==> src/rtl/irq_exc_controller_if.sv <==
// Control-flow handshake bundle between the PC-update datapath and the irq/exception sequencer.
// Latency: pure wiring, no storage.
// Backpressure: none; the controller answers every cycle.
interface irq_exc_controller_if #(
    parameter int CNT_W = 16
);
    // datapath -> controller
    logic             irq_req;
    logic             irq_en;
    logic             undef_instr;
    logic             eret;
    logic [31:0]      pc_cur;
    logic [31:0]      pc_next;
    // controller -> datapath
    logic             pc_override;
    logic [31:0]      pc_vector;
    logic             kill_wb;
    logic             epc_we;
    logic [31:0]      epc_wdata;
    logic [31:0]      epc;
    logic             kernel;
    logic             irq_ack;
    logic             exc_nested;
    logic [CNT_W-1:0] irq_count;

    modport master (
        output irq_req, irq_en, undef_instr, eret, pc_cur, pc_next,
        input  pc_override, pc_vector, kill_wb, epc_we, epc_wdata, epc,
               kernel, irq_ack, exc_nested, irq_count
    );

    modport slave (
        input  irq_req, irq_en, undef_instr, eret, pc_cur, pc_next,
        output pc_override, pc_vector, kill_wb, epc_we, epc_wdata, epc,
               kernel, irq_ack, exc_nested, irq_count
    );
endinterface

==> src/rtl/irq_exc_controller.sv <==
// Chooses next-PC source (normal/irq vector/exc vector), owns EPC, kernel mode and re-entry holdoff.
// Latency: vector/kill/EPC-write decisions are combinational in the same cycle; state updates on the edge.
// Backpressure: none; interrupts wait in a pending latch until enabled, in user mode and past holdoff.
module irq_exc_controller #(
    parameter logic [31:0] IRQ_VECTOR = 32'h80000004,
    parameter logic [31:0] EXC_VECTOR = 32'h80000008,
    parameter int unsigned HOLDOFF    = 1,
    parameter int          CNT_W      = 16
) (
    input  logic                  clk,
    input  logic                  reset,
    irq_exc_controller_if.slave   bus
);

    typedef enum logic [1:0] {
        USER  = 2'd0,
        K_IRQ = 2'd1,
        K_EXC = 2'd2
    } state_t;

    state_t           state_q, state_d;
    logic             pending_q;
    logic             irq_prev_q;
    logic [3:0]       holdoff_q;
    logic [31:0]      epc_q;
    logic [CNT_W-1:0] irq_count_q;
    logic             exc_nested_q;

    logic             take_exc;
    logic             take_irq;
    logic             leave_kernel;
    logic             nest_set;
    logic             irq_edge;

    // A fresh timer event is a 0->1 transition; a held level must not re-arm pending.
    assign irq_edge = bus.irq_req & ~irq_prev_q;

    // Next-state and per-cycle control decisions; everything is quiet while reset is high.
    always_comb begin
        state_d          = state_q;
        take_exc         = 1'b0;
        take_irq         = 1'b0;
        leave_kernel     = 1'b0;
        nest_set         = 1'b0;
        bus.pc_override  = 1'b0;
        bus.pc_vector    = 32'h0;
        bus.kill_wb      = 1'b0;
        bus.epc_we       = 1'b0;
        bus.epc_wdata    = 32'h0;
        bus.irq_ack      = 1'b0;
        if (!reset) begin
            unique case (state_q)
                USER: begin
                    // Exceptions win; a pending interrupt stays latched for later.
                    if (bus.undef_instr) begin
                        take_exc = 1'b1;
                    end else if (pending_q && bus.irq_en && (holdoff_q == 4'd0)) begin
                        take_irq = 1'b1;
                    end
                end
                default: begin
                    // Handlers are not re-entered: a bad opcode is killed and flagged only.
                    if (bus.undef_instr) begin
                        nest_set    = 1'b1;
                        bus.kill_wb = 1'b1;
                    end else if (bus.eret) begin
                        leave_kernel = 1'b1;
                        state_d      = USER;
                    end
                end
            endcase

            if (take_exc) begin
                state_d         = K_EXC;
                bus.pc_override = 1'b1;
                bus.pc_vector   = EXC_VECTOR;
                bus.kill_wb     = 1'b1;
                bus.epc_we      = 1'b1;
                bus.epc_wdata   = bus.pc_cur;
            end else if (take_irq) begin
                // Current instruction retires, so resume at its successor (keeps branch targets).
                state_d         = K_IRQ;
                bus.pc_override = 1'b1;
                bus.pc_vector   = IRQ_VECTOR;
                bus.epc_we      = 1'b1;
                bus.epc_wdata   = bus.pc_next;
                bus.irq_ack     = 1'b1;
            end
        end
    end

    // State register plus pending latch, holdoff, EPC, counter and nested-exception flag.
    always_ff @(posedge clk) begin
        if (reset) begin
            state_q      <= USER;
            pending_q    <= 1'b0;
            irq_prev_q   <= 1'b0;
            holdoff_q    <= 4'd0;
            epc_q        <= 32'h0;
            irq_count_q  <= '0;
            exc_nested_q <= 1'b0;
        end else begin
            state_q    <= state_d;
            irq_prev_q <= bus.irq_req;

            if (take_irq) begin
                pending_q <= 1'b0;
            end else if (irq_edge) begin
                pending_q <= 1'b1;
            end

            if (leave_kernel) begin
                holdoff_q <= 4'(HOLDOFF);
            end else if ((state_q == USER) && (holdoff_q != 4'd0)) begin
                holdoff_q <= holdoff_q - 4'd1;
            end

            if (bus.epc_we) begin
                epc_q <= bus.epc_wdata;
            end

            if (take_irq && (irq_count_q != {CNT_W{1'b1}})) begin
                irq_count_q <= irq_count_q + 1'b1;
            end

            if (nest_set) begin
                exc_nested_q <= 1'b1;
            end
        end
    end

    assign bus.kernel     = !reset && (state_q != USER);
    assign bus.epc        = epc_q;
    assign bus.irq_count  = irq_count_q;
    assign bus.exc_nested = exc_nested_q;

endmodule

==> src/flat_wrapper.sv <==
// flat-port wrapper written by rule: the top's interface ports become plain ports
module irq_exc_controller_flat 
#(
    parameter logic [31:0] IRQ_VECTOR = 32'h80000004,
    parameter logic [31:0] EXC_VECTOR = 32'h80000008,
    parameter int unsigned HOLDOFF    = 1,
    parameter int          CNT_W      = 16
)
  (clk, reset, bus_irq_req, bus_irq_en, bus_undef_instr, bus_eret, bus_pc_cur, bus_pc_next, bus_pc_override, bus_pc_vector, bus_kill_wb, bus_epc_we, bus_epc_wdata, bus_epc, bus_kernel, bus_irq_ack, bus_exc_nested, bus_irq_count);
  irq_exc_controller_if #(.CNT_W(CNT_W)) bus_i ();
  input  logic clk;
  input  logic reset;
  input wire logic [$bits(bus_i.irq_req)-1:0] bus_irq_req;
  input wire logic [$bits(bus_i.irq_en)-1:0] bus_irq_en;
  input wire logic [$bits(bus_i.undef_instr)-1:0] bus_undef_instr;
  input wire logic [$bits(bus_i.eret)-1:0] bus_eret;
  input wire logic [$bits(bus_i.pc_cur)-1:0] bus_pc_cur;
  input wire logic [$bits(bus_i.pc_next)-1:0] bus_pc_next;
  output wire logic [$bits(bus_i.pc_override)-1:0] bus_pc_override;
  output wire logic [$bits(bus_i.pc_vector)-1:0] bus_pc_vector;
  output wire logic [$bits(bus_i.kill_wb)-1:0] bus_kill_wb;
  output wire logic [$bits(bus_i.epc_we)-1:0] bus_epc_we;
  output wire logic [$bits(bus_i.epc_wdata)-1:0] bus_epc_wdata;
  output wire logic [$bits(bus_i.epc)-1:0] bus_epc;
  output wire logic [$bits(bus_i.kernel)-1:0] bus_kernel;
  output wire logic [$bits(bus_i.irq_ack)-1:0] bus_irq_ack;
  output wire logic [$bits(bus_i.exc_nested)-1:0] bus_exc_nested;
  output wire logic [$bits(bus_i.irq_count)-1:0] bus_irq_count;
  assign bus_i.irq_req = bus_irq_req;
  assign bus_i.irq_en = bus_irq_en;
  assign bus_i.undef_instr = bus_undef_instr;
  assign bus_i.eret = bus_eret;
  assign bus_i.pc_cur = bus_pc_cur;
  assign bus_i.pc_next = bus_pc_next;
  assign bus_pc_override = bus_i.pc_override;
  assign bus_pc_vector = bus_i.pc_vector;
  assign bus_kill_wb = bus_i.kill_wb;
  assign bus_epc_we = bus_i.epc_we;
  assign bus_epc_wdata = bus_i.epc_wdata;
  assign bus_epc = bus_i.epc;
  assign bus_kernel = bus_i.kernel;
  assign bus_irq_ack = bus_i.irq_ack;
  assign bus_exc_nested = bus_i.exc_nested;
  assign bus_irq_count = bus_i.irq_count;
  irq_exc_controller #(.IRQ_VECTOR(IRQ_VECTOR), .EXC_VECTOR(EXC_VECTOR), .HOLDOFF(HOLDOFF), .CNT_W(CNT_W)) u_core (.clk(clk), .reset(reset), .bus(bus_i));
endmodule
==> config.mk <==
export PLATFORM = sky130hd
export DESIGN_NAME = irq_exc_controller_flat
export DESIGN_NICKNAME = d
export VERILOG_FILES = /design/src/rtl/irq_exc_controller_if.sv /design/src/rtl/irq_exc_controller.sv /design/src/flat_wrapper.sv
export SDC_FILE = /design/constraint.sdc
export NUM_CORES = 1
export LEC_CHECK = 0
export ABC_AREA = 1
export CORE_ASPECT_RATIO = 2
export CORE_MARGIN = 1
export CORE_UTILIZATION = 35
export DETAILED_ROUTE_END_ITERATION = 7
export PLACE_DENSITY = 0.83
export SKIP_LAST_GASP = 1
export SLEW_MARGIN = 20
export SYNTH_ARGS = -nofsm -noshare
export SYNTH_HDL_FRONTEND = slang
export SYNTH_SLANG_ARGS = --single-unit
==> constraint.sdc <==
create_clock -name clk -period 1.6 [get_ports clk]
set_input_delay 0.16 -clock clk [delete_from_list [all_inputs] [get_ports clk]]
set_output_delay 0.16 -clock clk [all_outputs]
set_load 0.01 [all_outputs]
==> results of run 1 <==
[Yosys cell counts]
library cell and number:
sky130_fd_sc_hd__nor3_4 1, sky130_fd_sc_hd__nand3_1 11, sky130_fd_sc_hd__ha_1 2, sky130_fd_sc_hd__nand2_4 2
sky130_fd_sc_hd__clkbuf_1 5, sky130_fd_sc_hd__nand2_2 4, sky130_fd_sc_hd__buf_6 8, sky130_fd_sc_hd__nand3_2 1
sky130_fd_sc_hd__xor2_1 5, sky130_fd_sc_hd__dfxtp_1 57, sky130_fd_sc_hd__nand4_1 6, sky130_fd_sc_hd__a21oi_2 2
sky130_fd_sc_hd__nand2_1 65, sky130_fd_sc_hd__conb_1 1, sky130_fd_sc_hd__nor2_4 5, sky130_fd_sc_hd__xnor2_1 4
sky130_fd_sc_hd__nor2_2 1, sky130_fd_sc_hd__buf_2 7, sky130_fd_sc_hd__nor2_1 55, sky130_fd_sc_hd__nor2_8 1
sky130_fd_sc_hd__inv_2 4, sky130_fd_sc_hd__inv_1 82, sky130_fd_sc_hd__a21oi_1 83, sky130_fd_sc_hd__o21ai_1 20
sky130_fd_sc_hd__nand3_4 1, sky130_fd_sc_hd__o21ai_0 16, sky130_fd_sc_hd__buf_4 32
[path summary, 6_finish.rpt]
path,depth (start not counted),slack [ps],from,end
worst max-delay path,11,-420,u_core.holdoff_q[1]$_SDFFE_PP0P_,bus_epc_wdata[16]
worst min-delay path,3,390,bus_irq_req,u_core.irq_prev_q$_SDFF_PP0_
worst max register to register,12,-210,u_core.holdoff_q[1]$_SDFFE_PP0P_,u_core.bus.epc[3]$_SDFFE_PP0P_
worst min register to register,2,480,u_core.bus.exc_nested$_SDFFE_PP0P_,u_core.bus.exc_nested$_SDFFE_PP0P_
[critical path, stage by stage (launching register included)]
cell	delay, ps
sky130_fd_sc_hd__dfxtp_2	320
sky130_fd_sc_hd__inv_2	60
sky130_fd_sc_hd__ha_4	130
sky130_fd_sc_hd__inv_2	40
sky130_fd_sc_hd__nor3_4	190
sky130_fd_sc_hd__nand2_2	110
sky130_fd_sc_hd__nor2_8	140
sky130_fd_sc_hd__buf_12	140
sky130_fd_sc_hd__buf_4	130
sky130_fd_sc_hd__a21oi_2	70
sky130_fd_sc_hd__inv_1	80
sky130_fd_sc_hd__buf_2	130
[cell type report]
| class | instances | share of cell area [%] |
|---|---|---|
| Multi-Input combinational cell | 314 | 29.45 |
| Timing Repair Buffer | 259 | 40.59 |
| Sequential cell | 57 | 18.14 |
| Clock inverter | 3 | 0.6337 |
| Inverter | 86 | 5.109 |
| Tap cell | 102 | 2.020 |
| Clock buffer | 12 | 4.059 |
[sequential cells by signal, indices dropped and copies added (netlist names)]
register	flops
u_core.pending_q	1
u_core.bus.epc	32
u_core.bus.exc_nested	1
u_core.irq_prev_q	1
u_core.state_q	2
u_core.holdoff_q	4
u_core.bus.irq_count	16
[cell families after synthesis]
group	count (synthesis)	share of synthesized area, %
buf+inv	138	21.52
flops	57	34.73
simple gates	153	21.82
other cells	1	0.1141
xor+xnor	9	2.399
compound gates	121	18.66
fa+ha+maj	2	0.7615
[power breakdown]
part	internal, mW	switching [mW]	leakage [nW]	total (mW)
clock network	1.27	0.634	0.148	1.91
registers	1.57	0.0960	0.468	1.66
logic	1.04	0.878	2.43	1.92
total	3.88	1.61	3.05	5.49
[what timing repair did]
action                     in CTS  in global routing
pin swaps                      22                 11
gates cloned                    9                  1
gates resized for setup       226                 67
setup buffers                  29                 13
setup endpoints to repair      88                 92
[stage by stage]
stage,instances,utilization (%)
6_report,833,69.64
5_1_grt,833,69.64
4_1_cts,826,68.35
3_5_place_dp,773,57.16
3_3_place_gp,773,57.16
2_1_floorplan,509,-
[per-layer routing]
metal | wire length [um] | part of all wire [%]
met1 | 4344 | 32
met5 | 0 | 0
met2 | 7259 | 53
met3 | 1103 | 8.1
met4 | 964 | 7.1
==> results list, run 1 <==
- Once layout is done, the placed cells without fillers occupy about 6300 um^2.
- Setup violations remaining at the end of the flow were counted as 85.
- In the routed design, unresolved DRC markers number between 50 and 60.
- Clock skew on the completed layout was measured at about 7.6 ps.
- The detailed router finished its first iteration with 360 violations.
* Warning count from the yosys run: 0
- The number of global-route vias before repair is 4254.
* Sequential-to-total area share from yosys stat: between 30% and 40%
- Across the VDD grid, the largest voltage drop is around 610 uV.
* Type of the tightest min-delay check: in -> reg
* Count of final hold-check violations: 0
- TritonCTS built the clock tree.
* Met3 Usage GRT: around 6.7%
- Commonest non-fill, non-tap cells in the layout: sky130_fd_sc_hd__clkdlybuf4s50_1, sky130_fd_sc_hd__inv_1, sky130_fd_sc_hd__buf_4
- In this run the clock root is driven by a sky130_fd_sc_hd__clkbuf_16.
* Vertical extent of the die: 139.0 um
* Cell count after synthesis: roughly 480
* Critical path fanouts, max: 6
- Initial antenna violation count: 0
* Wire length of the first global-routing pass: around 20000 um
- The number of pins with negative max-slew slack in the final report was 0.
* Post-route setup slack: -423.7 ps
- In this run the biggest area consumer among cell types represents around a third of the synthesized area.
- For the worst setup path, the data required time is approximately 1400 ps.
- Area growth from synthesis to layout: 92.31%
* Effective utilization at floorplan: about 36%
- Initial DRT Pass Iterations: 8
- Static leakage: 3.051 nW
- In this run the standard cell core region covers a little over 9000 um^2.
* Pin count of the biggest net entering global routing: 35
- Yosys attributes the largest share of cell area to sky130_fd_sc_hd__dfxtp_1, sky130_fd_sc_hd__a21oi_1, sky130_fd_sc_hd__inv_1, sky130_fd_sc_hd__nand2_1, sky130_fd_sc_hd__buf_4.
- Prior to clock tree synthesis, the placed netlist has a worst setup slack of -631.7 ps.
* Number of nets at the end of the flow: around 800
* Number of violations of the max-capacitance limit: 0
- For this design the ratio of total power to cell area is 868.7 nW/um^2.
- Synthesis inferred between 50 and 60 register bits.
* Area of placed instances: 5186 um^2
- Total I/O pin count: 188
* Placer Congestion: 0.8415
- Total global routing track utilization: roughly a quarter
* Run status: finished, violations left
- Global-route congestion overflow total: 0
* Count of clock tree sinks: 57
* Via/cell ratio: around 5.0
- Critical Setup Path Class: reg -> out
- In the final layout, the multi-input gates occupy between 1500 and 2000 um^2.
* Maximum root-to-sink buffer count: 2
- The synthesized netlist contains 27 unique library cells.
- Leading cell type in the layout, fill and taps excluded: sky130_fd_sc_hd__clkdlybuf4s50_1
* Launching element type of the critical path: flop
- Ant. Diodes: 0
- Dividing the final minimum period by the clock period gives 126.5%.
- Area occupied by registers: roughly 1100 um^2
* Per-instance average area after synthesis: 6.831 um^2
- Width of the die: 70.51 um
- Summing every instance area after synthesis gives ~3300 um^2.
- Power comes to roughly 5.5 mW.
- Subtracting the final worst setup slack from the clock period gives a little over 2000 ps.
- Worst-case hold slack: between 300 and 400 ps
- Number of filler instances in the final layout: approximately 620
- Global routing's busiest layer: met2
- Full die area: a little under 10000 um^2
- Wire per inst: around 16 um
- Data on the critical path arrives at its endpoint at 1860 ps.
* Hold_buf cts: 0
- Share of cells above drive strength 1: about 33%
- Clock insertion delay at the later pin of the skew report: 320 ps
* Fmax achieved: between 400 and 500 MHz
- CTS Buf Count: 9
* Cell type with the largest total area after synthesis: sky130_fd_sc_hd__dfxtp_1
- The H-tree generated during clock tree synthesis spans 3 levels.
* Unrepaired setup endpoints after global routing: yes
* Total Neg Setup Slack: -18460 ps
- Across all layers, the routed design uses approximately 4200 vias.
* Failing checks: design-rule violations, negative setup slack
- Overall routed net length: 13670 um
* Total of buffers placed on input and output ports: between 150 and 200
* Row cnt: 49
- The wire-length estimate of the detail-placed layout is a little over 8000 um.
- In this run the remaining antenna-violating nets after routing total 0.
* Met1 track demand over resource: around 23%
- Worst Setup End Kind: output port
- Global routing consumed, on the met2 layer, just over 50% of the routing resources.
- After clock tree synthesis, the clock-pin slew on the worst setup and hold paths is 50 ps.
No activity file was read; power rests on OpenSTA's default activity.
==> inputs of run 2 (changes only) <==
CAP_MARGIN = 10   (was unset)
==> results of run 2 <==
Final layout, timing and power as in run 1 (identical DEF).
